`src/rtl/fp16_pkg.sv`:
```
// Shared binary16 constants, rounding-mode encodings and the normalize->round
// stage payload used by the fp16 round/pack pipeline.
package fp16_pkg;
    localparam int NSIG_D = 10;
    localparam int EXPW_D = 7;
    localparam int BIAS   = 15;
    localparam int EMAX   = 30;
    localparam int SIGW   = NSIG_D + 1;  // significand incl. hidden bit
    localparam int S1_EW  = 8;           // biased exponent after clamping at 0
    localparam int STAGES = 2;

    localparam logic [2:0] RM_RNE = 3'b000;
    localparam logic [2:0] RM_RTZ = 3'b001;
    localparam logic [2:0] RM_RDN = 3'b010;
    localparam logic [2:0] RM_RUP = 3'b011;
    localparam logic [2:0] RM_RNA = 3'b100;

    localparam logic [15:0] QNAN = 16'h7E00;
    localparam logic [14:0] MAXF = 15'h7BFF;
    localparam logic [14:0] INF  = 15'h7C00;

    typedef struct packed {
        logic             sign;
        logic [S1_EW-1:0] exp;
        logic [SIGW-1:0]  sig;
        logic             guard;
        logic             sticky;
        logic [2:0]       rm;
        logic             nan;
        logic             inf;
        logic             zero;
    } s1_t;
endpackage

```
`src/rtl/fp16_round_inc.sv`:
```
// Rounding increment decision from mode, sign, lsb, guard and sticky.
// Unknown mode encodings behave as round-to-nearest-even.
module fp16_round_inc
    import fp16_pkg::*;
(
    input  logic [2:0] rm,
    input  logic       sign,
    input  logic       lsb,
    input  logic       guard,
    input  logic       sticky,
    output logic       inc
);
    always_comb begin
        inc = guard & (sticky | lsb);
        case (rm)
            RM_RTZ:  inc = 1'b0;
            RM_RDN:  inc = sign & (guard | sticky);
            RM_RUP:  inc = ~sign & (guard | sticky);
            RM_RNA:  inc = guard;
            default: ;
        endcase
    end
endmodule

```
`src/rtl/fp16_round_pack.sv`:
```
// Two-stage normalize/round/pack for the binary16 multiplier with valid/ready.
// Define EXC_FLAGS_EN to add the registered out_flags {overflow, underflow, inexact}.
module fp16_round_pack #(
    parameter int NSIG = fp16_pkg::NSIG_D,
    parameter int EXPW = fp16_pkg::EXPW_D,
    parameter int BIAS = fp16_pkg::BIAS
) (
    input  logic                   clk,
    input  logic                   rst_n,
    input  logic                   in_valid,
    output logic                   in_ready,
    input  logic                   in_sign,
    input  logic signed [EXPW-1:0] in_exp,
    input  logic [2*NSIG+1:0]      in_sig,
    input  logic [2:0]             in_rm,
    input  logic                   in_nan,
    input  logic                   in_inf,
    input  logic                   in_zero,
    output logic                   out_valid,
    input  logic                   out_ready,
    output logic [15:0]            out_result
`ifdef EXC_FLAGS_EN
    ,
    output logic [2:0]             out_flags
`endif
);
    import fp16_pkg::*;

    localparam int PW = 2*NSIG + 2;
    localparam int EW = EXPW + 3;
    localparam logic signed [EW-1:0] E_ONE  = 1;
    localparam logic signed [EW-1:0] SH_MAX = SIGW + 1;

    logic [STAGES:1] vld_pipe;
    logic            adv1, adv2;
    s1_t             s1_d, s1_q;

    assign adv2      = ~vld_pipe[2] | out_ready;
    assign adv1      = ~vld_pipe[1] | adv2;
    assign in_ready  = adv1;
    assign out_valid = vld_pipe[2];

    // Stage 1: normalize the product, then denormalize into the subnormal range.
    logic [NSIG-1:0]      frac;
    logic                 grd, stk;
    logic signed [EW-1:0] e_full, sh_full;
    logic [3:0]           sh;
    logic [SIGW:0]        vec;
    logic [2*SIGW+1:0]    wide;

    always_comb begin
        s1_d      = '0;
        s1_d.sign = in_sign;
        s1_d.rm   = (in_rm > RM_RNA) ? RM_RNE : in_rm;
        s1_d.nan  = in_nan;
        s1_d.inf  = in_inf;
        s1_d.zero = in_zero;
        if (in_sig[PW-1]) begin
            frac = in_sig[PW-2 -: NSIG];
            grd  = in_sig[NSIG];
            stk  = |in_sig[NSIG-1:0];
        end else begin
            frac = in_sig[PW-3 -: NSIG];
            grd  = in_sig[NSIG-1];
            stk  = |in_sig[NSIG-2:0];
        end
        e_full  = EW'(in_exp) + EW'(in_sig[PW-1]) + EW'(BIAS);
        vec     = {1'b1, frac, grd};
        sh_full = E_ONE - e_full;
        sh      = '0;
        wide    = '0;
        if (e_full < E_ONE) begin
            // Shifts past the whole significand leave only sticky behind.
            sh          = (sh_full > SH_MAX) ? 4'(SIGW + 1) : sh_full[3:0];
            wide        = {vec, {(SIGW+1){1'b0}}} >> sh;
            s1_d.exp    = '0;
            s1_d.sig    = wide[2*SIGW+1 -: SIGW];
            s1_d.guard  = wide[SIGW+1];
            s1_d.sticky = stk | (|wide[SIGW:0]);
        end else begin
            s1_d.exp    = e_full[S1_EW-1:0];
            s1_d.sig    = {1'b1, frac};
            s1_d.guard  = grd;
            s1_d.sticky = stk;
        end
    end

    // Stage 2: round, renormalize on carry, saturate by mode, apply specials.
    logic             inc, ovf;
    logic [SIGW:0]    m;
    logic [S1_EW:0]   e_r;
    logic [SIGW-2:0]  frac_r;
    logic [15:0]      ov_res, res;

    fp16_round_inc u_inc (
        .rm     (s1_q.rm),
        .sign   (s1_q.sign),
        .lsb    (s1_q.sig[0]),
        .guard  (s1_q.guard),
        .sticky (s1_q.sticky),
        .inc    (inc)
    );

    always_comb begin
        m = {1'b0, s1_q.sig} + {{SIGW{1'b0}}, inc};
        if (s1_q.exp == '0) begin
            // A subnormal reaching 0x400 lands on the minimum normal encoding.
            e_r    = {{S1_EW{1'b0}}, m[SIGW-1]};
            frac_r = m[SIGW-2:0];
        end else if (m[SIGW]) begin
            e_r    = {1'b0, s1_q.exp} + {{S1_EW{1'b0}}, 1'b1};
            frac_r = m[SIGW-1:1];
        end else begin
            e_r    = {1'b0, s1_q.exp};
            frac_r = m[SIGW-2:0];
        end
        ovf = e_r > (S1_EW+1)'(EMAX);
        case (s1_q.rm)
            RM_RTZ:  ov_res = {s1_q.sign, MAXF};
            RM_RUP:  ov_res = s1_q.sign ? {1'b1, MAXF} : {1'b0, INF};
            RM_RDN:  ov_res = s1_q.sign ? {1'b1, INF}  : {1'b0, MAXF};
            default: ov_res = {s1_q.sign, INF};
        endcase
        if (s1_q.nan)       res = QNAN;
        else if (s1_q.inf)  res = {s1_q.sign, INF};
        else if (s1_q.zero) res = {s1_q.sign, 15'h0};
        else if (ovf)       res = ov_res;
        else                res = {s1_q.sign, e_r[4:0], frac_r};
    end

`ifdef EXC_FLAGS_EN
    logic       special, inexact;
    logic [2:0] flags_d;
    assign special = s1_q.nan | s1_q.inf | s1_q.zero;
    assign inexact = ~special & (s1_q.guard | s1_q.sticky);
    assign flags_d = {~special & ovf, inexact & (s1_q.exp == '0), inexact};
`endif

    always_ff @(posedge clk or negedge rst_n) begin
        if (!rst_n) begin
            vld_pipe   <= '0;
            s1_q       <= '0;
            out_result <= '0;
`ifdef EXC_FLAGS_EN
            out_flags  <= '0;
`endif
        end else begin
            if (adv1) begin
                vld_pipe[1] <= in_valid;
                if (in_valid) s1_q <= s1_d;
            end
            if (adv2) begin
                vld_pipe[2] <= vld_pipe[1];
                if (vld_pipe[1]) begin
                    out_result <= res;
`ifdef EXC_FLAGS_EN
                    out_flags  <= flags_d;
`endif
                end
            end
        end
    end
endmodule

```
`config.mk`:
```
export PLATFORM = sky130hd
export DESIGN_NAME = fp16_round_pack
export DESIGN_NICKNAME = d
export VERILOG_FILES = /design/src/rtl/fp16_pkg.sv /design/src/rtl/fp16_round_inc.sv /design/src/rtl/fp16_round_pack.sv
export SDC_FILE = /design/constraint.sdc
export NUM_CORES = 1
export LEC_CHECK = 0
export ABC_AREA = 1
export CORE_ASPECT_RATIO = 1.2
export CORE_MARGIN = 2
export CORE_UTILIZATION = 51
export CTS_BUF_LIST = sky130_fd_sc_hd__clkbuf_8
export CTS_CLUSTER_SIZE = 8
export DETAILED_ROUTE_END_ITERATION = 12
export PLACE_DENSITY_LB_ADDON = 0.15
export SKIP_LAST_GASP = 1
export SLEW_MARGIN = 0
export SYNTH_ARGS = -nofsm -noshare
export SYNTH_HDL_FRONTEND = slang
export SYNTH_SLANG_ARGS = --single-unit
```
`constraint.sdc`:
```
create_clock -name clk -period 6.09 [get_ports clk]
set_input_delay 0.9135 -clock clk [delete_from_list [all_inputs] [get_ports clk]]
set_output_delay 0.9135 -clock clk [all_outputs]
set_load 0.005 [all_outputs]
```
==> impl.org <==
** Power and ir drop
- Summed over all cells, the static leakage comes to roughly 0.0020 uW.
- Max rail drop VDD :: between 0.0001 and 0.00015 V
- Pwr Density :: roughly 240 mW/mm^2
- Power consumption :: about 1000 uW

** Final layout
- Share of cells above drive strength 1 :: 0.0634
- Top library cells by usage in the layout, fill and taps aside :: nand2_1 (120), nand3_1 (70), clkdlybuf4s50_1 (56)
- Summing all non-filler instances in the final layout gives an area of roughly 0.0042 sq mm.
- After the flow finishes, the layout carries non-filler instances totaling approximately 660.
- Number of nets at the end of the flow :: approximately 620
- The repair_antennas step left the layout with diodes totalling 0.
- The library cell used most frequently in the layout, excluding fill and tap cells, is nand2_1.
- From synthesis to final layout, the design area changed by 19.2%.

** Clock tree
- At the later pin of the worst-skew pair, clock insertion delay measures roughly 300 ps.
- Clock edge transition at the registers on the reported setup and hold paths :: approximately 80 ps
- Total clock sinks :: 46
- In this run, post-CTS hold repair placed 0 buffers.
- Number of H-tree levels :: 2
- After clock tree synthesis, the repair step resized 0 gates.
- CTS tree :: yes
- The clock passes through at most 2 buffers.
- Clock tree synthesis selected as its root buffer the cell clkbuf_8.
- Counting the buffers created by CTS gives 5.
- Number of setup buffers added after CTS :: 0

** Routing
- Dividing the detail-routed via count by the number of cells gives between 5 and 6.
- DRC violations left :: 0
- 1st-iter DRT viols :: 95
- Final routed wire length divided by cell count :: between 10 and 15 microns
- Post-route ant nets :: 0
- Wire length after detailed routing :: 8440 microns
- Number of vias in the routed layout :: roughly 3,600
- Iteration count of the initial detailed-routing pass :: 4

** Die
- Core region area :: 0.00681 sq mm
- In this run the count of I/O pins placed on the die edge is between 50 and 60.
- Vert. Die Dim :: between 90 and 100 microns
- After floorplanning, the core was divided into 33 placement rows.
- For this configuration, the core starts out at a cell density of 0.522.
- Width of the die :: around 80 microns
- Area of the die :: 0.00767 sq mm

** Global routing
- The number of global-route vias before repair came to ~3,400.
- Initial antenna violation count :: 0
- Across every metal layer, demand over resource in global routing totals 0.230.
- The first global-routing pass estimated between 10,000 and 15,000 microns of wire.
- Pin count of the biggest net entering global routing :: between 40 and 50
- Total congestion overflow :: 0

** STA
- In this run the tightest slew margin relative to its limit is 0.339.
- Adding up every negative setup slack in the final design gives 0 ps.
- The worst path needs between 4000 and 5000 ps of the cycle, external delays included.
- Setup violations remaining at the end of the flow were counted as 0.
- Final Max Slew Viols :: 0
- In the finished design, the share of the clock period the worst path needs comes to 0.749.
- Smallest setup slack after layout :: around 1500 ps
- The clock arrives with roughly 15 ps of skew.
- The hold violation total from the final report came to 0.
- At the pin with the least slew margin, the transition time is between 900 and 1000 ps.
- RSZ-0062 raised after global routing :: false
- Based on the critical path, the design can be clocked at up to approximately 220 MHz.

** Placed design
- HPWL after DPL :: approximately 6700 microns
- Cell area reported after detailed placement :: 0.00415 sq mm
- The count of buffers added on input and output ports is 57.
- RD Place Congestion :: between 0.8 and 0.9
- Counting tap cells, the placed design contains a total of 647 instances.
- Post-Place Setup Slack :: between 1000 and 1500 ps

** Logic synthesis
- Post-synth EDFFs :: 0
- Measured against the total synthesized area, the mux share comes to 0.0225.
- After synthesis the cells add up to approximately 0.0036 sq mm.
- Synthesized-area fraction occupied by adder cells :: 0.0316
- The Yosys step of the flow raised 0 warnings.
- After synthesis, the largest family of logic cells by area is simple AND/OR/NAND/NOR gates.
- Net count after synthesis :: around 570
- Mean Syn Cell Area :: a little under 7 sq um
- Share of the synthesized area in compound gates (AO/OA/AOI/OAI) :: 0.135
- The share of the Yosys chip area taken by registers is 0.323.
- Asr flop ratio synth :: 1.00
- Number of library cell types mapped by synthesis :: 45
- Of the total synthesized cell area, the portion taken by XOR and XNOR cells is 0.0439.
- Counting every instance in the synthesized netlist gives about 520.
- Of the total synthesized cell area, the portion taken by AND, OR, NAND and NOR gates is 0.367.
- After synthesis the netlist holds a flip-flop and latch count of between 40 and 50.
- The most used flip-flop cell after synthesis is dfrtp_1.

** Setup path
- For the worst setup path, the data required time is approximately 6300 ps.
- The worst setup path is launched from a primary input.
- Worst Path Class, Setup :: in2reg
- The worst setup path is captured at a flip-flop.
- Largest driver fanout on the critical path :: 14
- Worst Path Arrival :: about 4700 ps

** Flow run
- The tool flagged a number of max-cap violations equal to 0.

** Run status
- The run finished with clean final reports.

** Hold path
- The min-delay analysis places its worst path in the category reg2reg.
[routing by layer]
layer / global-route usage / up-vias / share of wire
met5: 0 / - / 0
met4: 0.0904 / 0 / 0.021
met3: 0.0218 / 15 / 0.031
met2: 0.433 / 91 / 0.51
met1: 0.266 / 1627 / 0.44
li1: - / 1831 / -
[cells in the mapped netlist (all sizes together), types with 2 or more instances]
master | count | area, sq um
a31oi | 2 | 12.5
nand3 | 73 | 380
or2 | 3 | 18.8
inv | 50 | 188
xor2 | 14 | 123
clkbuf | 7 | 26.3
mux2i | 8 | 80.1
o31ai | 3 | 22.5
o211ai | 6 | 45.0
nor3 | 11 | 70.1
xnor2 | 3 | 33.8
nor3b | 2 | 15.0
nand4 | 10 | 62.6
dfrtp | 46 | 1150
nor4 | 2 | 12.5
nor2 | 57 | 226
o21ai | 45 | 229
nand2 | 127 | 509
ha | 9 | 113
buf | 7 | 55.1
a21oi | 21 | 109
[through the flow]
| step | hold slack (ps) | util |
|---|---|---|
| 2_1_floorplan | 472 | - |
| 3_3_place_gp | 464 | 0.610 |
| 3_5_place_dp | 466 | 0.610 |
| 4_1_cts | 486 | 0.623 |
| 5_1_grt | 517 | 0.623 |
| 6_report | 483 | 0.623 |
[state kept, by name, summed over array words and instances (netlist names)]
register	flops
vld_pipe	2
out_result	16
s1_q	28
[kinds of logic (layout without fill, tap and decap cells)]
kind of cell | after synthesis | after routing
simple gates | 287 | 287
compound gates | 85 | 85
buf+inv | 65 | 116
flops | 46 | 46
xor+xnor | 17 | 17
fa+ha+maj | 9 | 9
mux | 8 | 8
[where the power goes]
group	internal, uW	switching (uW)
Clock	89.9	95.0
Combinational	178	231
Sequential	362	41.9
[cell type report]
class,instances,area (sq um)
clock buffers,6,82.6
multi-input cells,406,2140
clock inverters,2,8.76
well taps,87,109
fillers,654,2570
repair buffers,57,566
inverters,51,191
flip-flops and latches,46,1150
[final timing paths]
| check | start | end | slack, ps | depth (start not counted) |
|---|---|---|---|---|
| min in group asynchronous | rst_n | s1_q[2] | 770 | 1 |
| max reg2reg | s1_q[5] | out_result[5] | 2600 | 18 |
| min | out_result[15] | out_result[15] | 480 | 2 |
| max in group asynchronous | rst_n | s1_q[13] | 4700 | 1 |
| min reg2reg | out_result[15] | out_result[15] | 480 | 2 |
| max | in_sig[21] | s1_q[6] | 1530 | 27 |
[critical path, cell delays in order]
cell and delay (ps):
clkdlybuf4s50_1 840, inv_1 180, ha_1 260, ha_1 240, inv_1 70, nand2_1 50, nand2_2 110, inv_2 50
ha_1 200, inv_1 50, nand2_1 40, nand2_1 80, nor2_1 50, nor2_1 130, nand3_2 110, nand2_4 170
nand2_1 290, inv_2 250, nand3_1 120, nand2_1 80, nand2_1 60, nor2_1 130, nand2_1 60, nand2_1 50
nand2_1 50, nand2_1 60, nand2_1 50
(Power assumes the default switching activity.)
